<file path="src/rtl/usb_status_uart_tx.sv">
// Fetches one character per frame over the inc/dout/dout_v handshake and sends it as 8N1 serial.
// Outputs are registered; inc is held until dout_v arrives, and the next fetch waits for IDLE.
module usb_status_uart_tx #(
  parameter int CLKS_PER_BIT = 417,
  parameter int FETCH_CYCLES = 3,
  parameter int STOP_BITS    = 1,
  parameter int GAP_CLKS     = 0
) (
  input  logic       clk48,
  input  logic       rst,
  input  logic       enable,
  output logic       inc,
  input  logic [7:0] dout,
  input  logic       dout_v,
  output logic       uart_tx,
  output logic       busy,
  output logic       sent
);

  if (CLKS_PER_BIT < 2 || CLKS_PER_BIT > 65536) begin : g_bad_cpb
    $error("usb_status_uart_tx: CLKS_PER_BIT out of range");
  end
  if (FETCH_CYCLES < 3 || FETCH_CYCLES > 65536) begin : g_bad_fetch
    $error("usb_status_uart_tx: FETCH_CYCLES out of range");
  end
  if (STOP_BITS < 1 || STOP_BITS > 2) begin : g_bad_stop
    $error("usb_status_uart_tx: STOP_BITS must be 1 or 2");
  end
  if (GAP_CLKS < 0 || GAP_CLKS > 65536) begin : g_bad_gap
    $error("usb_status_uart_tx: GAP_CLKS out of range");
  end

  typedef enum logic [2:0] {
    S_IDLE, S_REQ, S_START, S_DATA, S_STOP, S_GAP
  } state_t;

  localparam logic [15:0] CPB_LAST   = 16'(CLKS_PER_BIT - 1);
  localparam logic [15:0] FETCH_LAST = 16'(FETCH_CYCLES - 1);
  localparam logic [15:0] GAP_LAST   = 16'(GAP_CLKS - 1);
  localparam logic [2:0]  STOP_LAST  = 3'(STOP_BITS - 1);

  state_t      r_state, w_state_n;
  logic [15:0] r_clk_cnt, w_clk_n;
  logic [2:0]  r_bit_cnt, w_bit_n;
  logic [7:0]  r_shreg, w_shreg_n;
  logic        r_inc, w_inc_n;
  logic        r_tx, w_tx_n;
  logic        r_busy, w_busy_n;
  logic        r_sent, w_sent_n;

  always_comb begin
    w_state_n = r_state;
    w_clk_n   = r_clk_cnt;
    w_bit_n   = r_bit_cnt;
    w_shreg_n = r_shreg;
    w_inc_n   = r_inc;
    w_tx_n    = r_tx;
    unique case (r_state)
      S_IDLE: begin
        w_inc_n = 1'b0;
        w_tx_n  = 1'b1;
        if (enable) begin
          w_state_n = S_REQ;
          w_inc_n   = 1'b1;
          w_clk_n   = '0;
        end
      end
      S_REQ: begin
        // Counter parks on the last fetch cycle until the annunciator qualifies dout.
        if (r_clk_cnt == FETCH_LAST) begin
          if (dout_v) begin
            w_shreg_n = dout;
            w_inc_n   = 1'b0;
            w_tx_n    = 1'b0;
            w_clk_n   = '0;
            w_state_n = S_START;
          end
        end else begin
          w_clk_n = r_clk_cnt + 16'd1;
        end
      end
      S_START: begin
        if (r_clk_cnt == CPB_LAST) begin
          w_clk_n   = '0;
          w_bit_n   = '0;
          w_tx_n    = r_shreg[0];
          w_state_n = S_DATA;
        end else begin
          w_clk_n = r_clk_cnt + 16'd1;
        end
      end
      S_DATA: begin
        if (r_clk_cnt == CPB_LAST) begin
          w_clk_n = '0;
          if (r_bit_cnt == 3'd7) begin
            w_bit_n   = '0;
            w_tx_n    = 1'b1;
            w_state_n = S_STOP;
          end else begin
            w_bit_n   = r_bit_cnt + 3'd1;
            w_shreg_n = {1'b0, r_shreg[7:1]};
            w_tx_n    = r_shreg[1];
          end
        end else begin
          w_clk_n = r_clk_cnt + 16'd1;
        end
      end
      S_STOP: begin
        w_tx_n = 1'b1;
        if (r_clk_cnt == CPB_LAST) begin
          w_clk_n = '0;
          if (r_bit_cnt == STOP_LAST) begin
            w_bit_n   = '0;
            w_state_n = (GAP_CLKS == 0) ? S_IDLE : S_GAP;
          end else begin
            w_bit_n = r_bit_cnt + 3'd1;
          end
        end else begin
          w_clk_n = r_clk_cnt + 16'd1;
        end
      end
      S_GAP: begin
        w_tx_n = 1'b1;
        if (r_clk_cnt == GAP_LAST) begin
          w_clk_n   = '0;
          w_state_n = S_IDLE;
        end else begin
          w_clk_n = r_clk_cnt + 16'd1;
        end
      end
      default: begin
        w_state_n = S_IDLE;
        w_inc_n   = 1'b0;
        w_tx_n    = 1'b1;
        w_clk_n   = '0;
        w_bit_n   = '0;
      end
    endcase
    // Flags are derived from the next state so they line up with the registered line.
    w_busy_n = (w_state_n != S_IDLE);
    w_sent_n = (w_state_n == S_STOP) && (w_clk_n == CPB_LAST) && (w_bit_n == STOP_LAST);
  end

  always_ff @(posedge clk48) begin
    if (rst) begin
      r_state   <= S_IDLE;
      r_clk_cnt <= '0;
      r_bit_cnt <= '0;
      r_shreg   <= '0;
      r_inc     <= 1'b0;
      r_tx      <= 1'b1;
      r_busy    <= 1'b0;
      r_sent    <= 1'b0;
    end else begin
      r_state   <= w_state_n;
      r_clk_cnt <= w_clk_n;
      r_bit_cnt <= w_bit_n;
      r_shreg   <= w_shreg_n;
      r_inc     <= w_inc_n;
      r_tx      <= w_tx_n;
      r_busy    <= w_busy_n;
      r_sent    <= w_sent_n;
    end
  end

  assign inc     = r_inc;
  assign uart_tx = r_tx;
  assign busy    = r_busy;
  assign sent    = r_sent;

endmodule
</file>
<file path="config.mk">
export PLATFORM = sky130hd
export DESIGN_NAME = usb_status_uart_tx
export DESIGN_NICKNAME = d
export VERILOG_FILES = /design/src/rtl/usb_status_uart_tx.sv
export SDC_FILE = /design/constraint.sdc
export NUM_CORES = 1
export LEC_CHECK = 0
export CORE_ASPECT_RATIO = 0.6
export CORE_MARGIN = 1.5
export CORE_UTILIZATION = 45
export CTS_CLUSTER_DIAMETER = 50
export DETAILED_ROUTE_END_ITERATION = 16
export PLACE_DENSITY = 0.75
export SETUP_SLACK_MARGIN = 0.3
export SYNTH_ARGS = -nofsm -noshare
export SYNTH_HDL_FRONTEND = slang
export SYNTH_SLANG_ARGS = --single-unit
</file>
<file path="constraint.sdc">
create_clock -name clk48 -period 2.7 [get_ports clk48]
set_input_delay 0.54 -clock clk48 [delete_from_list [all_inputs] [get_ports clk48]]
set_output_delay 0.54 -clock clk48 [all_outputs]
set_load 0.05 [all_outputs]
</file>
==> metrics, run 1 <==
leakage 0.001224 uW; CP Cell Sequence or4_4 > or4_4 > o31ai_1 > a22o_1 > nand2_1 > a2111o_1 > nor4_2; sequential fraction of the synthesis area 30.67%; Std-Cell Core Area 4659 sq um; Post-Synth XOR/XNOR Area 1.184%; initial antenna violation count 0; Clock Latency Late Sink 0.30 ns; final setup margin -0.02015 ns; number of vias per cell 6.227; Setup TNS Final -0.02793 ns; Synth Register Bits 34; grt total ovfl 0; vias in the first global route 2330; Clock Path Buffers 2; DR WL/cell 18.74 microns; Pwr Density 410.0 nW/um^2; Area Growth Syn to Fin 44.14%; max incr delay on CP 0.59 ns; Cell Rows 19; Post-synth EDFFs 0; drt pass-1 iters 7; synthesized area per cell 7.301 sq um; Starting Density 47.64%; Post-DP HPWL 5025 microns; Cells after DPL 403; H-tree level count 2; CTS Buf Count 5; Worst Setup Start Kind flop; final net count 382; RSZ-0062 raised after global routing true; Hold Path Class reg2reg; Post-Synthesis Cells 304; Max Fclk 0.3676 GHz; vias 2665; Slew @ Worst Pin 0.4906 ns; Die Height 57.40 microns; CTS tree done; width of the die 93.67 microns; final number of setup-violating endpoints 2; violated checks negative setup slack; Arrival @ worst endpoint 2.94 ns; Netlist Area Pre-Place 2220 sq um; Cell Count, Final, Fillers Out 428; maximum vdd drop 0.3346 mV; placer congestion estimate 0.9706; die area 5377 sq um; crit-path most repeated cell or4_4; CP Class reg2reg; largest family of logic cells by synthesized area simple AND/OR/NAND/NOR gates; final hold violation count 0; Post-Synth Simple-Gate Area 31.85%; count of input and output buffers 15; clk slew on worst S/H paths 0.08 ns; Yosys Warn Count 0; first-pass GRT wire length 11580 microns; largest net degree at the start of global routing 20; CP Launch Point r_clk_cnt[9]$_SDFF_PP0_; final period utilization 100.7%; initial DRC count 312; multiplexer share of the synthesized area 0%; routed wire length 8022 microns; worst-case reg-to-reg path depth 7; share of cells above drive strength 1 32.05%; fillers 359; hold path start r_shreg[4]$_SDFFE_PP0P_; status complete, but fails checks; Max-Cap Viols 0; hold path depth 2; # IOs 16; Final min period 2.720 ns; dominant synthesized flop cell dfxtp_1; synth unique cells 55; crit path max fanout 4; clock root buffer clkbuf_8; ANT cells 0; slowest cell on the critical path or4_4; Synth Area in Compound Gates 27.85%; clock skew 0.007285 ns; Post-Syn Nets 322; clock sink count 34; worst r2r src r_clk_cnt[9]$_SDFF_PP0_; # DRC 0; aggregate global-route resource usage 27.84%; Critical Path Sink Type flop; post-route antenna net violation count 0; Synth Area in Adders 3.382%; CP Data Required Time 2.92 ns; Max-slew headroom 67.19%; Pins Over Slew Limit 0; asr flop ratio synth 0%
[worst max-delay path, delay by kind of cell, from the launching register on]
| family | cells | cell delay [ns] |
|---|---|---|
| and+or+nand+nor | 4 | 1.46 |
| AOI/OAI and AO/OA | 3 | 0.87 |
| DFF | 1 | 0.32 |
[cell type report]
cell class / count / area, sq um / area share (%)
clock buffers: 5 / 68.82 / 2.151
flip-flops and latches: 34 / 685.7 / 21.43
inverters: 10 / 37.54 / 1.173
clock inverters: 3 / 45.04 / 1.408
repair buffers: 72 / 651.9 / 20.38
multi-input cells: 241 / 1632 / 51.00
well taps: 63 / 78.83 / 2.464
[per-stage QoR]
stage | utilization, % | worst slack, ns | hold WS (ns) | instance area [sq um] | total power (uW)
6_report | 68.66 | -0.02015 | 0.4913 | 3199 | 1312
5_1_grt | 68.66 | -0.1321 | 0.5169 | 3199 | 1358
4_1_cts | 62.38 | 0.06113 | 0.4938 | 2907 | 1241
3_5_place_dp | 57.63 | -0.08103 | 0.4746 | 2685 | 743.8
3_3_place_gp | 57.63 | 0.003480 | 0.4662 | 2685 | 740.6
2_1_floorplan | - | 0.01895 | 0.4543 | 2247 | 665.5
[repair_timing]
action,4_1_cts,5_1_grt
cloned,0,2
hold buffers,0,0
pin swaps,12,23
setup endpoints to repair,15,23
buffers inserted,4,11
gates resized for setup,16,46
[registers in the layout (all words and copies together) (netlist names)]
name and cells:
busy 1, inc 1, r_bit_cnt 3, r_clk_cnt 16
r_shreg 8, r_state 3, sent 1, uart_tx 1
[layout by cell type (no fill, tap or decap), drive strengths merged, types with 3 or more instances in the layout]
master	count
inv	10
or4	3
a311oi	5
o22ai	6
a22oi	5
nand4	9
or3	3
buf	56
nand2	34
a21oi	34
nand3	6
clkdlybuf4s50	15
nor4	8
nor3	3
a31oi	3
a21o	7
and2	3
or3b	3
or2	3
nor2b	3
nor2	45
o21ai	15
ha	6
dfxtp	34
clkbuf	6
a211oi	6
[power by group]
part	total, uW	internal, uW	switching, uW
Clock	490	275	215
Sequential	537	519	18.0
Combinational	285	134	151
Total	1310	928	384
[Yosys cell counts (all sizes together), types with 2 or more instances]
cell	instances	area share [%]
o22ai	6	2.0
and3	2	0.56
o31ai	2	0.68
nor4	8	3.5
nand2	34	5.7
o21ai	15	3.4
and2	3	0.85
ha	6	3.4
a21oi	34	7.7
nand3b	2	0.68
a311oi	5	2.0
nand3	6	1.4
o21a	2	0.68
buf	3	0.68
or2	3	0.85
a211oi	6	2.3
or3	3	0.85
or4	3	1.2
clkbuf	16	2.7
or3b	3	1.2
a31oi	3	0.85
a21o	7	2.4
and4	2	0.79
o32ai	2	0.79
xor2	2	0.79
inv	10	1.7
nor2	45	7.6
o21bai	2	0.68
a22oi	5	1.7
nand2b	2	0.56
nand4	9	2.5
nor3	3	0.68
nor2b	3	0.85
dfxtp	34	31
[path summary, 6_finish.rpt]
path | slack, ns | to
min | 0.49 | r_shreg[4]$_SDFFE_PP0P_
min reg2reg | 0.49 | r_shreg[4]$_SDFFE_PP0P_
max reg2reg | -0.02 | sent$_SDFF_PP0_
max | -0.02 | sent$_SDFF_PP0_
[logic make-up (layout without fill, tap and decap cells)]
group	count (synthesis)	in the layout
AND/OR/NAND/NOR	136	136
AO/OA/AOI/OAI	96	96
flip-flops	34	34
buffers and inverters	29	90
adder cells (fa/ha/maj)	6	6
XOR/XNOR	3	3
[per-layer routing]
layer / global-route usage (%) / share of wire, % / up-vias
li1: - / - / 1227
met1: 42.81 / 45 / 1237
met2: 37.47 / 43 / 177
met3: 6.667 / 11 / 24
met4: 8.955 / 2.0 / 0
met5: 0 / 0 / -
Note: power is estimated with default switching activity, not from simulation.
==> run 2: changes to the inputs <==
Settings changed: CORE_MARGIN 1.5 to 8.
==> run 2 against run 1 <==
The run now ends clean. Sequential power is essentially flat. Sequential cell count is the same. Clock power shrank 3%. Worst hold slack gained 0.0019 ns. Non-clock buffer count shrank 2. Core utilization shrank 2.7 points. Setup slack gained 0.069 ns. Die area grew 40%. Register-to-register slack gained 0.07 ns. Clock skew shrank 0.0035 ns. Largest power group unchanged.
==> metrics, run 2 (synthesis gave the netlist of run 1 again) <==
Regs by FF count r_clk_cnt x16, r_shreg x8; vias 2604 (-2.3%); Largest Register r_clk_cnt; initial antenna violation count 0 (unchanged); Cell Rows 19 (unchanged); final setup margin 0.04867 ns (+0.06883 ns); RSZ-0062 raised after global routing true; Setup TNS Final 0 ns (+0.02793 ns); initial DRC count 304 (-2.6%); Hold Path Class reg2reg; CTS Buf Count 5 (unchanged); aggregate global-route resource usage 19.18% (-8.7 points); leakage 0.001200 uW (-1.9%); CTS tree done; CP Data Required Time 2.90 ns (-0.02 ns); Arrival @ worst endpoint 2.86 ns (-0.08 ns); Pwr Density 417.5 nW/um^2 (+1.8%); drt pass-1 iters 5 (-2); Starting Density 47.64% (unchanged); clock skew 0.003775 ns (-0.003510 ns); Max-slew headroom 66.60% (-0.59 points); grt total ovfl 0 (unchanged); max reg flops 16 (unchanged); # DRC 0 (unchanged); final number of setup-violating endpoints 0 (-2); Cell Count, Final, Fillers Out 426 (-0.47%); Worst Setup Start Kind flop; final period utilization 98.20% (-2.5 points); DR WL/cell 17.59 microns (-6.1%); Clock Path Buffers 2 (unchanged); largest net degree at the start of global routing 20 (unchanged); most frequent cells in the layout buf_4, nor2_1, nand2_1; first-pass GRT wire length 11930 microns (+3.0%); Die Height 70.40 microns (+23%); commonest non-fill, non-tap cell in the layout buf_4; Max Fclk 0.3772 GHz (+2.6%); maximum vdd drop 0.2568 mV (-23%); Placement Setup Slack -0.04643 ns (+0.03460 ns); crit path max fanout 7 (+3); Pins Over Slew Limit 0 (unchanged); final hold violation count 0 (unchanged); Slew @ Worst Pin 0.4994 ns (+0.008767 ns); die area 7510 sq um (+40%); Post-DP HPWL 5211 microns (+3.7%); final net count 380 (-0.52%); worst reg-to-reg setup slack 0.05 ns (+0.07 ns); status complete, no violations; Final min period 2.651 ns (-0.06883 ns); clock sink count 34 (unchanged); vias in the first global route 2358 (+1.2%); Std-Cell Core Area 4659 sq um (unchanged); Max-Cap Viols 0 (unchanged); hold_buf cts 0 (unchanged); Clock Latency Late Sink 0.29 ns (about the same); routed wire length 7495 microns (-6.6%); clock root buffer clkbuf_8; clk slew on worst S/H paths 0.07 ns (about the same); width of the die 106.7 microns (+14%); post-route antenna net violation count 0 (unchanged); Cells after DPL 404 (+0.25%); H-tree level count 2 (unchanged); share of cells above drive strength 1 28.37% (-3.7 points); ANT cells 0 (unchanged); # IOs 16 (unchanged); count of input and output buffers 15 (unchanged); Critical Path Sink Type flop; number of vias per cell 6.113 (-1.8%); CP Class reg2reg; placer congestion estimate 0.9314 (-4.0%); Area Growth Syn to Fin 38.50%
## run 2: path summary, 6_finish.rpt
check	from	to	cells past startpoint
worst max register to register	r_clk_cnt[11]$_SDFF_PP0_	sent$_SDFF_PP0_	9
worst min register to register	uart_tx$_SDFFE_PP1P_	uart_tx$_SDFFE_PP1P_	2
worst min-delay path	uart_tx$_SDFFE_PP1P_	uart_tx$_SDFFE_PP1P_	2
worst max-delay path	r_clk_cnt[11]$_SDFF_PP0_	sent$_SDFF_PP0_	9
## run 2: per-layer routing
layer  vias to the layer above  track usage [%]  part of all wire [%]
met5                         -                0                     0
met4                         0            3.411                  0.95
met3                        16            4.487                   8.6
li1                       1228                -                     -
met2                       137            27.32                    41
met1                      1223            28.19                    49
## run 2: where the power goes
group	switching [uW]	internal [uW]
registers	17.4	519
clock network	201	272
logic	143	132
total	361	922
## run 2: repair_timing
item,in CTS,in global routing
gates resized for setup,17,21
pin swaps,13,11
setup buffers,8,6
setup endpoints to repair,11,22
## run 2: metrics by stage
stage               utilization [%]  area, sq um  hold WS [ns]  power, uW
finish                        65.98         3074        0.4932       1284
global placement              57.79         2693        0.4681      738.1
floorplan                         -         2247        0.4543      665.5
CTS                           63.05         2938        0.4928       1240
detailed placement            57.79         2693        0.4739      740.9
global route                  65.98         3074        0.5204       1328
## run 2: area by class of cell
type	count	area (sq um)
sequential	34	684.4
multi-input combinational	241	1564
fill	374	1585
clock inverter	3	40.04
clock buffer	5	68.82
timing repair buffer	70	600.6
inverter	10	37.54
tap	63	78.83
## run 2: critical path: stages (launching register included)
cell     delay (ns)
dfxtp_2        0.33
or4_4          0.56
buf_4          0.17
nor4_4         0.33
buf_4          0.21
a21o_1         0.16
o21ai_2        0.09
nor3_2         0.27
nand4_1        0.17
nor4_2         0.27
==> run 3: changes to the inputs <==
Settings changed: CORE_UTILIZATION 45 to 33, DONT_BUFFER_PORTS from default to 1, PLACE_DENSITY 0.75 to 0.57, SKIP_LAST_GASP from default to 1.
==> run 3 against run 2 <==
Combinational power shrank 5%. Clock power shrank 15%. Cell count grew 3.1%. Sequential share of layout area is 0.072 points lower. Critical path depth unchanged. Sequential power rose by 2%. Count of clock-buffer cells in the layout rose by 2. First-iteration DRC count fell by 44%. Sequential cell count stayed put. Final area rose by 0.33%. Critical endpoint unchanged.
==> metrics, run 3 (synthesis gave the netlist of run 1 again) <==
WHS Endpoint r_clk_cnt[0]$_SDFF_PP0_; clock skew 0.005662 ns (+0.001887 ns); initial DRC count 170 (-44%); crit path max fanout 7 (unchanged); worst reg2reg path endpoint sent$_SDFF_PP0_; vias in the first global route 2094 (-11%); DR WL/cell 15.98 microns (-9.2%); crit-path most repeated cell a211oi_1; Area Growth Syn to Fin 38.95%; # IOs 16 (unchanged); clock power share 33.2% (-3.6 points); Starting Density 33.68% (-14 points); part of the power in registers 45.3% (+3.5 points); commonest non-fill, non-tap cell in the layout buf_4; status complete, no violations; width of the die 121.9 microns (+14%); Die Height 79.53 microns (+13%); count of input and output buffers 0 (-15); Cell Count, Final, Fillers Out 439 (+3.1%); first-pass GRT wire length 10880 microns (-8.8%); CP Class reg2reg; CP Data Required Time 2.89 ns (about the same); Pins Over Slew Limit 0 (unchanged); Regs by FF count r_clk_cnt x16, r_shreg x8; H-tree level count 2 (unchanged); maximum vdd drop 0.2057 mV (-20%); number of vias per cell 5.399 (-12%); CP top delay family simple AND/OR/NAND/NOR gates; worst path bufs/invs 2 (unchanged); CTS Buf Count 5 (unchanged); switching share of power 29.38% (+1.2 points); ANT cells 0 (unchanged); Hold Path Class in2reg; Cell Rows 23 (+4); # DRC 0 (unchanged); hold path depth 1 (-1); vias 2370 (-9.0%); Post-DP HPWL 4927 microns (-5.5%); max reg flops 16 (unchanged); initial antenna violation count 0 (unchanged); final number of setup-violating endpoints 0 (unchanged); die area 9693 sq um (+29%); share of cells above drive strength 1 33.24% (+4.9 points); most frequent cells in the layout buf_4, nor2_1, nand2_1; Std-Cell Core Area 6590 sq um (+41%); Arrival @ worst endpoint 2.85 ns (about the same); final core utilization 46.80% (-19 points); leakage 0.001172 uW (-2.4%); Switch Pwr 356.0 uW (-1.5%); Clock Path Buffers 2 (unchanged); Clock Latency Late Sink 0.29 ns (about the same); final period utilization 98.54% (+0.34 points); clk slew on worst S/H paths 0.07 ns (about the same); clock root buffer clkbuf_8; CP Cell Sequence or4_4 > buf_6 > nor4_4 > buf_4 > a211oi_1 > a211oi_1 > and4b_1 > o22ai_1 > nor4_2; final net count 369 (-2.9%); grt total ovfl 0 (unchanged); routed wire length 7014 microns (-6.4%); combinational power share 21.5% (about the same); Worst Setup Start Kind flop; worst r2r src r_clk_cnt[11]$_SDFF_PP0_; hold path start rst; Max-Cap Viols 0 (unchanged); worst reg-to-reg setup slack 0.04 ns (about the same); Largest Register r_clk_cnt; cell area after layout 3084 sq um (+0.33%); placer congestion estimate 0.8982 (-3.6%); aggregate global-route resource usage 14.04% (-5.1 points); RSZ-0062 raised after global routing true; Max-slew headroom 63.89% (-2.7 points); Slew @ Worst Pin 0.5409 ns (+0.04154 ns); slowest cell on the critical path or4_4; final hold violation count 0 (unchanged); post-route antenna net violation count 0 (unchanged); CTS tree done; Cells after DPL 413 (+2.2%); Critical Path Sink Type flop; clock sink count 34 (unchanged); largest net degree at the start of global routing 20 (unchanged); cell area after placement 2572 sq um (-4.5%); worst-case reg-to-reg path depth 9 (unchanged); Internal 855.6 uW (-7.2%); max incr delay on CP 0.57 ns (about the same); Max Fclk 0.3759 GHz (-0.35%); drt pass-1 iters 5 (unchanged); Pwr Density 392.8 nW/um^2 (-5.9%); Final min period 2.661 ns (+0.009198 ns)
[run 3: cell types whose count changed in the layout (fill, tap and decap cells not counted), sizes merged]
cell / change
clkbuf: +3
clkdlybuf4s50: -15
clkinv: -1
bufinv: -1
buf: +3
[run 3: how the worst max path moves through the flow]
stage | cells after the start | endpoint | slack [ns] | from
after CTS | 7 | sent$_SDFF_PP0_ | 0.06 | r_clk_cnt[11]$_SDFF_PP0_
after global routing | 7 | sent$_SDFF_PP0_ | -0.12 | r_clk_cnt[9]$_SDFF_PP0_
after global placement | 8 | sent$_SDFF_PP0_ | 0.03 | r_clk_cnt[14]$_SDFF_PP0_
final | 9 | sent$_SDFF_PP0_ | 0.04 | r_clk_cnt[11]$_SDFF_PP0_
after detailed placement | 8 | sent$_SDFF_PP0_ | -0.005 | r_clk_cnt[14]$_SDFF_PP0_
after floorplan | 10 | sent$_SDFF_PP0_ | 0.02 | r_clk_cnt[0]$_SDFF_PP0_
[run 3: through the flow]
step | total power (uW) | TNS (ns) | setup slack, ns | hold WS (ns)
final | 1212 | 0 | 0.03948 | 0.2909
after global routing | 1281 | -0.2096 | -0.1242 | 0.2737
after CTS | 1146 | 0 | 0.05760 | 0.2898
after detailed placement | 713.9 | -0.005115 | -0.005115 | 0.4799
after global placement | 713.4 | 0 | 0.03303 | 0.4675
after floorplan | 665.5 | 0 | 0.01895 | 0.4543
[run 3: power groups by stage]
stage               clock network [uW]  logic, uW  registers (uW)
floorplan                            0        111             554
global placement                     0        155             558
detailed placement                   0        156             558
CTS                                419        181             547
global route                       450        281             551
finish                             403        260             549
[run 3: routing by layer]
metal | GRT usage, % | up-vias | wire length, microns
li1 | - | 1203 | -
met1 | 20.92 | 1081 | 3669
met2 | 17.33 | 77 | 2592
met3 | 6.144 | 9 | 690
met4 | 3.182 | 0 | 62
met5 | 0 | - | 0
[run 3: layout make-up]
type	instances	area, sq um
inverter	10	37.54
clock inverter	1	5.005
sequential	34	684.4
fill	639	3506
timing repair buffer	59	510.5
tap	87	108.9
clock buffer	7	86.33
multi-input combinational	241	1652
[run 3: timing repair]
action / CTS / global route
hold buffers: 0 / 0
pin swaps: 7 / 19
setup endpoints to repair: 7 / 23
resized for setup: 6 / 52
setup buffers: 8 / 8
cloned: 0 / 2
endpoints found under the hold margin: 0 / 0
